$ cat config.mk
export PLATFORM = sky130hd
export DESIGN_NAME = fir_decim_fifo
export DESIGN_NICKNAME = d
export VERILOG_FILES = /design/src/rtl/fir_decim_fifo.sv
export SDC_FILE = /design/constraint.sdc
export NUM_CORES = 1
export LEC_CHECK = 0
export CORE_ASPECT_RATIO = 1.25
export CORE_MARGIN = 1.5
export CORE_UTILIZATION = 37
export DETAILED_ROUTE_END_ITERATION = 16
export GPL_ROUTABILITY_DRIVEN = 0
export PLACE_DENSITY = 0.65
export SYNTH_ARGS = -nofsm -noshare
export SYNTH_HDL_FRONTEND = slang
export SYNTH_SLANG_ARGS = --single-unit
$ cat constraint.sdc
create_clock -name clk -period 4.5 [get_ports clk]
set_input_delay 0.45 -clock clk [delete_from_list [all_inputs] [get_ports clk]]
set_output_delay 0.45 -clock clk [all_outputs]
set_load 0.005 [all_outputs]
$ cat src/rtl/fir_decim_fifo.sv
// Decimating output buffer behind the FIR filter: keeps one of every D strobed samples
// and presents them first-word-fall-through over valid/ready, flagging drops when full.
module fir_decim_fifo #(
    parameter int unsigned BITWIDTH = 16,
    parameter int unsigned DEPTH    = 8,
    parameter int unsigned DW       = 8
) (
    input  logic                    clk,
    input  logic                    resetn,
    input  logic                    in_enable,
    input  logic [BITWIDTH-1:0]     inP,
    input  logic [DW-1:0]           decim,
    input  logic                    ovf_clr,
    output logic                    out_valid,
    input  logic                    out_ready,
    output logic [BITWIDTH-1:0]     out_data,
    output logic [$clog2(DEPTH):0]  level,
    output logic                    overflow,
    output logic [15:0]             drop_count
);

    localparam int unsigned AW = $clog2(DEPTH);
    localparam logic [AW:0] PtrOne = 1;

    logic [BITWIDTH-1:0] r_mem [DEPTH];
    logic [DW-1:0]       r_ph;
    logic [AW:0]         r_wr;
    logic [AW:0]         r_rd;
    logic                r_ovf;
    logic [15:0]         r_drop;

    logic [DW-1:0] w_dm1;
    logic [DW-1:0] w_ph_nxt;
    logic          w_keep;
    logic          w_full;
    logic          w_empty;
    logic          w_pop;
    logic          w_wr_en;
    logic          w_drop;

    always_comb begin
        // decim of 0 behaves as 1, so the wrap point is 0 in both cases
        w_dm1    = (decim == '0) ? '0 : decim - DW'(1);
        w_ph_nxt = (r_ph >= w_dm1) ? '0 : r_ph + DW'(1);
        w_keep   = in_enable & (r_ph == '0);
        w_empty  = (r_wr == r_rd);
        w_full   = (r_wr[AW] != r_rd[AW]) && (r_wr[AW-1:0] == r_rd[AW-1:0]);
        w_pop    = ~w_empty & out_ready;
        w_wr_en  = resetn & w_keep & (~w_full | w_pop);
        w_drop   = w_keep & w_full & ~w_pop;
    end

    always_ff @(posedge clk) begin
        if (w_wr_en) begin
            r_mem[r_wr[AW-1:0]] <= inP;
        end
    end

    always_ff @(posedge clk) begin
        if (!resetn) begin
            r_ph   <= '0;
            r_wr   <= '0;
            r_rd   <= '0;
            r_ovf  <= 1'b0;
            r_drop <= '0;
        end else begin
            if (in_enable) begin
                r_ph <= w_ph_nxt;
            end
            if (w_wr_en) begin
                r_wr <= r_wr + PtrOne;
            end
            if (w_pop) begin
                r_rd <= r_rd + PtrOne;
            end
            // A drop in the clearing cycle wins, so the new event is never lost
            if (w_drop) begin
                r_ovf <= 1'b1;
            end else if (ovf_clr) begin
                r_ovf <= 1'b0;
            end
            if (ovf_clr) begin
                r_drop <= {15'b0, w_drop};
            end else if (w_drop && (r_drop != 16'hFFFF)) begin
                r_drop <= r_drop + 16'd1;
            end
        end
    end

    assign out_valid  = ~w_empty;
    assign out_data   = out_valid ? r_mem[r_rd[AW-1:0]] : '0;
    assign level      = r_wr - r_rd;
    assign overflow   = r_ovf;
    assign drop_count = r_drop;

endmodule

==> flow_summary.toml <==
[logic_synthesis]
yosysWarnings = 0
synth_area_sq_um = 7140
synthSimpleGateAreaFrac_pct = 10.5
synth_fp_nets = 527
synthCells = 480
synth_fa_ha_area_share_pct = 3.26
synth_top_family_by_area = "multiplexers"
async_flop_share_pct = 0
synthDistinctLibCells = 44
ys_dominant_reg_cell = "edfxtp_1"
synth_seq_cells = 164
synth_xor_area_share_pct = 2.31
synth-edff-count = 128
synth.area.mux_share_pct = 13.3
avgSynthCellArea_sq_um = 14.9
yosysSeqAreaShare_pct = 63.9
synth_compound_area_share_pct = 4.68

[layout]
final_common_cell = "edfxtp_1"
fin_nets = 606
drive_above_1_share_pct = 14.0
syn2layout_area_growth_pct = 21.0
final_cells = 804
diodes = 0
fillers = 1652
final_area_sq_um = 8640
layout_common_cells = "edfxtp_1 (128), clkdlybuf4s50_1 (66), nor2_1 (35)"

[clock_network]
tritoncts.num_buffers = 17
post_cts_buffers = 0
cts.path.max_buffers = 2
cts_tree = "built"
cts-hold-fix-buffers = 0
clock_sinks = 164
clk_pin_slew_worst_paths_ns = 0.06
cts_root_buf = "clkbuf_16"
cts_resized = 0
worst_skew_pair.late_latency_ns = 0.42
htree_levels = 4

[critical_path]
crit_path_start_kind = "flop"
cp_max_fo = 21
slowest_stage = "dfxtp_2"
r2r_end = "r_mem[7][13]"
path_class = "reg -> out"
cp-end-kind = "output pin"
r2r_start = "r_wr[0]"
crit_required_ns = 4.05
worst-path-buf-inv = 2
rr_worst_depth = 7
cpPeakStageDelay_ns = 0.83
crit_family = "buffers and inverters"
cp.arrival_ns = 2.84
cp_cell_sequence = "buf_4, mux4_2, mux2i_1, nor2_1, clkdlybuf4s50_1"
r2r_slack_ns = 1.79

[route]
viasPerCell = 5.37
drtAntennaViolNets = 0
routed_wirelength_um = 14600
dr_total_vias = 4321
drt_iter0_markers = 199
wl_per_cell_um = 18.2
drcViolationCount = 0
firstDrtPassIters = 4

[sta]
finalSetupTns_ns = 0
slew_headroom_pct = 23.0
finalHoldViolCount = 0
fmax_mhz = 304
hold_ws_ns = 0.503
skew_ns = 0.0107
fin_crit_ns = 3.29
setup_violations = 0
slew_viol_final = 0
tightest_slew_ns = 1.15
period_share_pct = 73.1
rsz0062_at_grt = "false"

[worst_hold_path]
holdPathEnd = "overflow"
min_path_cells = 2
min_path_type = "reg -> reg"
worstHoldStart = "overflow"

[floorplanning]
start_util_pct = 37.9
core-area_sq_um = 18800
dieArea_sq_um = 20100
die_h_um = 158
rows = 56
fp.dieW_um = 127
num_io_pins = 67

[grt]
grt_pass1_vias = 4507
grt_usage_pct = 15.6
antenna_found_initial = 0
gr-total-overflow = 0
grt_first_pass_wirelength_um = 24100
grt_max_degree = 33

[pwr]
vdd_ir_drop_max_mv = 0.234
switching_power_mw = 0.815
comb_power_share_pct = 14.6
p_leak_nw = 2.74
clockPowerShare_pct = 36.8
seqPwrFrac_pct = 48.6
internal-power_mw = 2.71
power_density_nw_per_um2 = 408
power_mw = 3.53
switching_share_pct = 23.1

[placement]
dpl_cell_area_sq_um = 8110
io_buffers = 66
place_inst = 772
hpwl_um = 9720

[run_status]
status = "finished, final reports clean"

[flow_run]
drv_cap = 0
==> per-layer routing <==
layer  GRT usage, %  vias up  part of all wire [%]
met5              0        -                     0
li1               -     2045                     -
met1           19.1     2185                    43
met4           4.11        0                  0.76
met2           27.4       81                    53
met3           4.23       10                   3.4
==> synth_stat cells (all sizes together), types with 2 or more instances <==
cell type | n | area, sq um
xnor2 | 9 | 78.8
buf | 8 | 47.5
nor2 | 35 | 131
or3 | 2 | 12.5
and3 | 3 | 18.8
mux2i | 23 | 230
mux4 | 32 | 721
xor2 | 9 | 86.3
a21oi | 16 | 80.1
ha | 17 | 213
nand2 | 26 | 97.6
or2 | 4 | 25.0
nor3 | 10 | 50.1
o31ai | 8 | 60.1
nand2b | 4 | 25.0
a21o | 4 | 30.0
clkbuf | 9 | 33.8
a211oi | 10 | 75.1
nor4b | 5 | 56.3
edfxtp | 128 | 3840
o21ai | 5 | 25.0
o211ai | 3 | 22.5
and2 | 3 | 18.8
or4 | 11 | 82.6
nand4 | 11 | 75.1
nand3 | 15 | 75.1
inv | 17 | 63.8
dfxtp | 36 | 721
nor4 | 6 | 37.5
and4 | 3 | 26.3
==> logic make-up (layout without fill, tap and decap cells) <==
group / count (synthesis) / count (layout)
AO/OA/AOI/OAI: 51 / 51
XOR/XNOR: 18 / 18
adder cells (fa/ha/maj): 18 / 18
buffers and inverters: 34 / 126
flip-flops: 164 / 164
multiplexers: 55 / 55
AND/OR/NAND/NOR: 140 / 140
==> area by class of cell <==
cell class	count	area [sq um]	share of cell area [%]
clock buffers	22	444	5.14
clock inverters	10	85.1	0.985
inverters	17	63.8	0.738
multi-input cells	282	2450	28.3
flip-flops and latches	164	4570	52.8
well taps	232	290	3.36
repair buffers	77	743	8.60
==> through the flow <==
stage               utilization [%]  worst slack [ns]
floorplan                         -              1.33
global placement               43.0              1.27
detailed placement             43.0              1.21
CTS                            45.9              1.10
global route                   45.9             0.927
finish                         45.9              1.21
==> worst max-delay path by stage <==
stage,start,to,depth (start not counted)
final,flop,out_data[6],5
after global routing,flop,out_data[13],5
after CTS,flop,out_data[6],5
after detailed placement,decim[4],r_ph[4],10
after global placement,decim[4],r_ph[5],10
after floorplan,r_wr[0],r_mem[0][0],6
==> power by group through the flow <==
stage / registers [mW] / logic, mW / clock network (mW)
finish: 1.71 / 0.516 / 1.30
global route: 1.72 / 0.567 / 1.39
CTS: 1.72 / 0.527 / 1.33
detailed placement: 1.75 / 0.525 / 0
global placement: 1.75 / 0.517 / 0
floorplan: 1.70 / 0.320 / 0
==> state kept, by name (all words and copies together), names as in the netlist, named ones only <==
| name | cells |
|---|---|
| r_mem | 128 |
| r_wr | 4 |
| r_rd | 4 |
| r_ph | 8 |
| drop_count | 16 |
| overflow | 1 |
==> worst reg2reg max path, delay by kind of cell, from the launching register on <==
kind | cells | cell delay (ns)
buf+inv | 2 | 0.46
simple gates | 4 | 1.12
fa+ha+maj | 1 | 0.35
flops | 1 | 0.48
No activity file was read; power rests on OpenSTA's default activity.
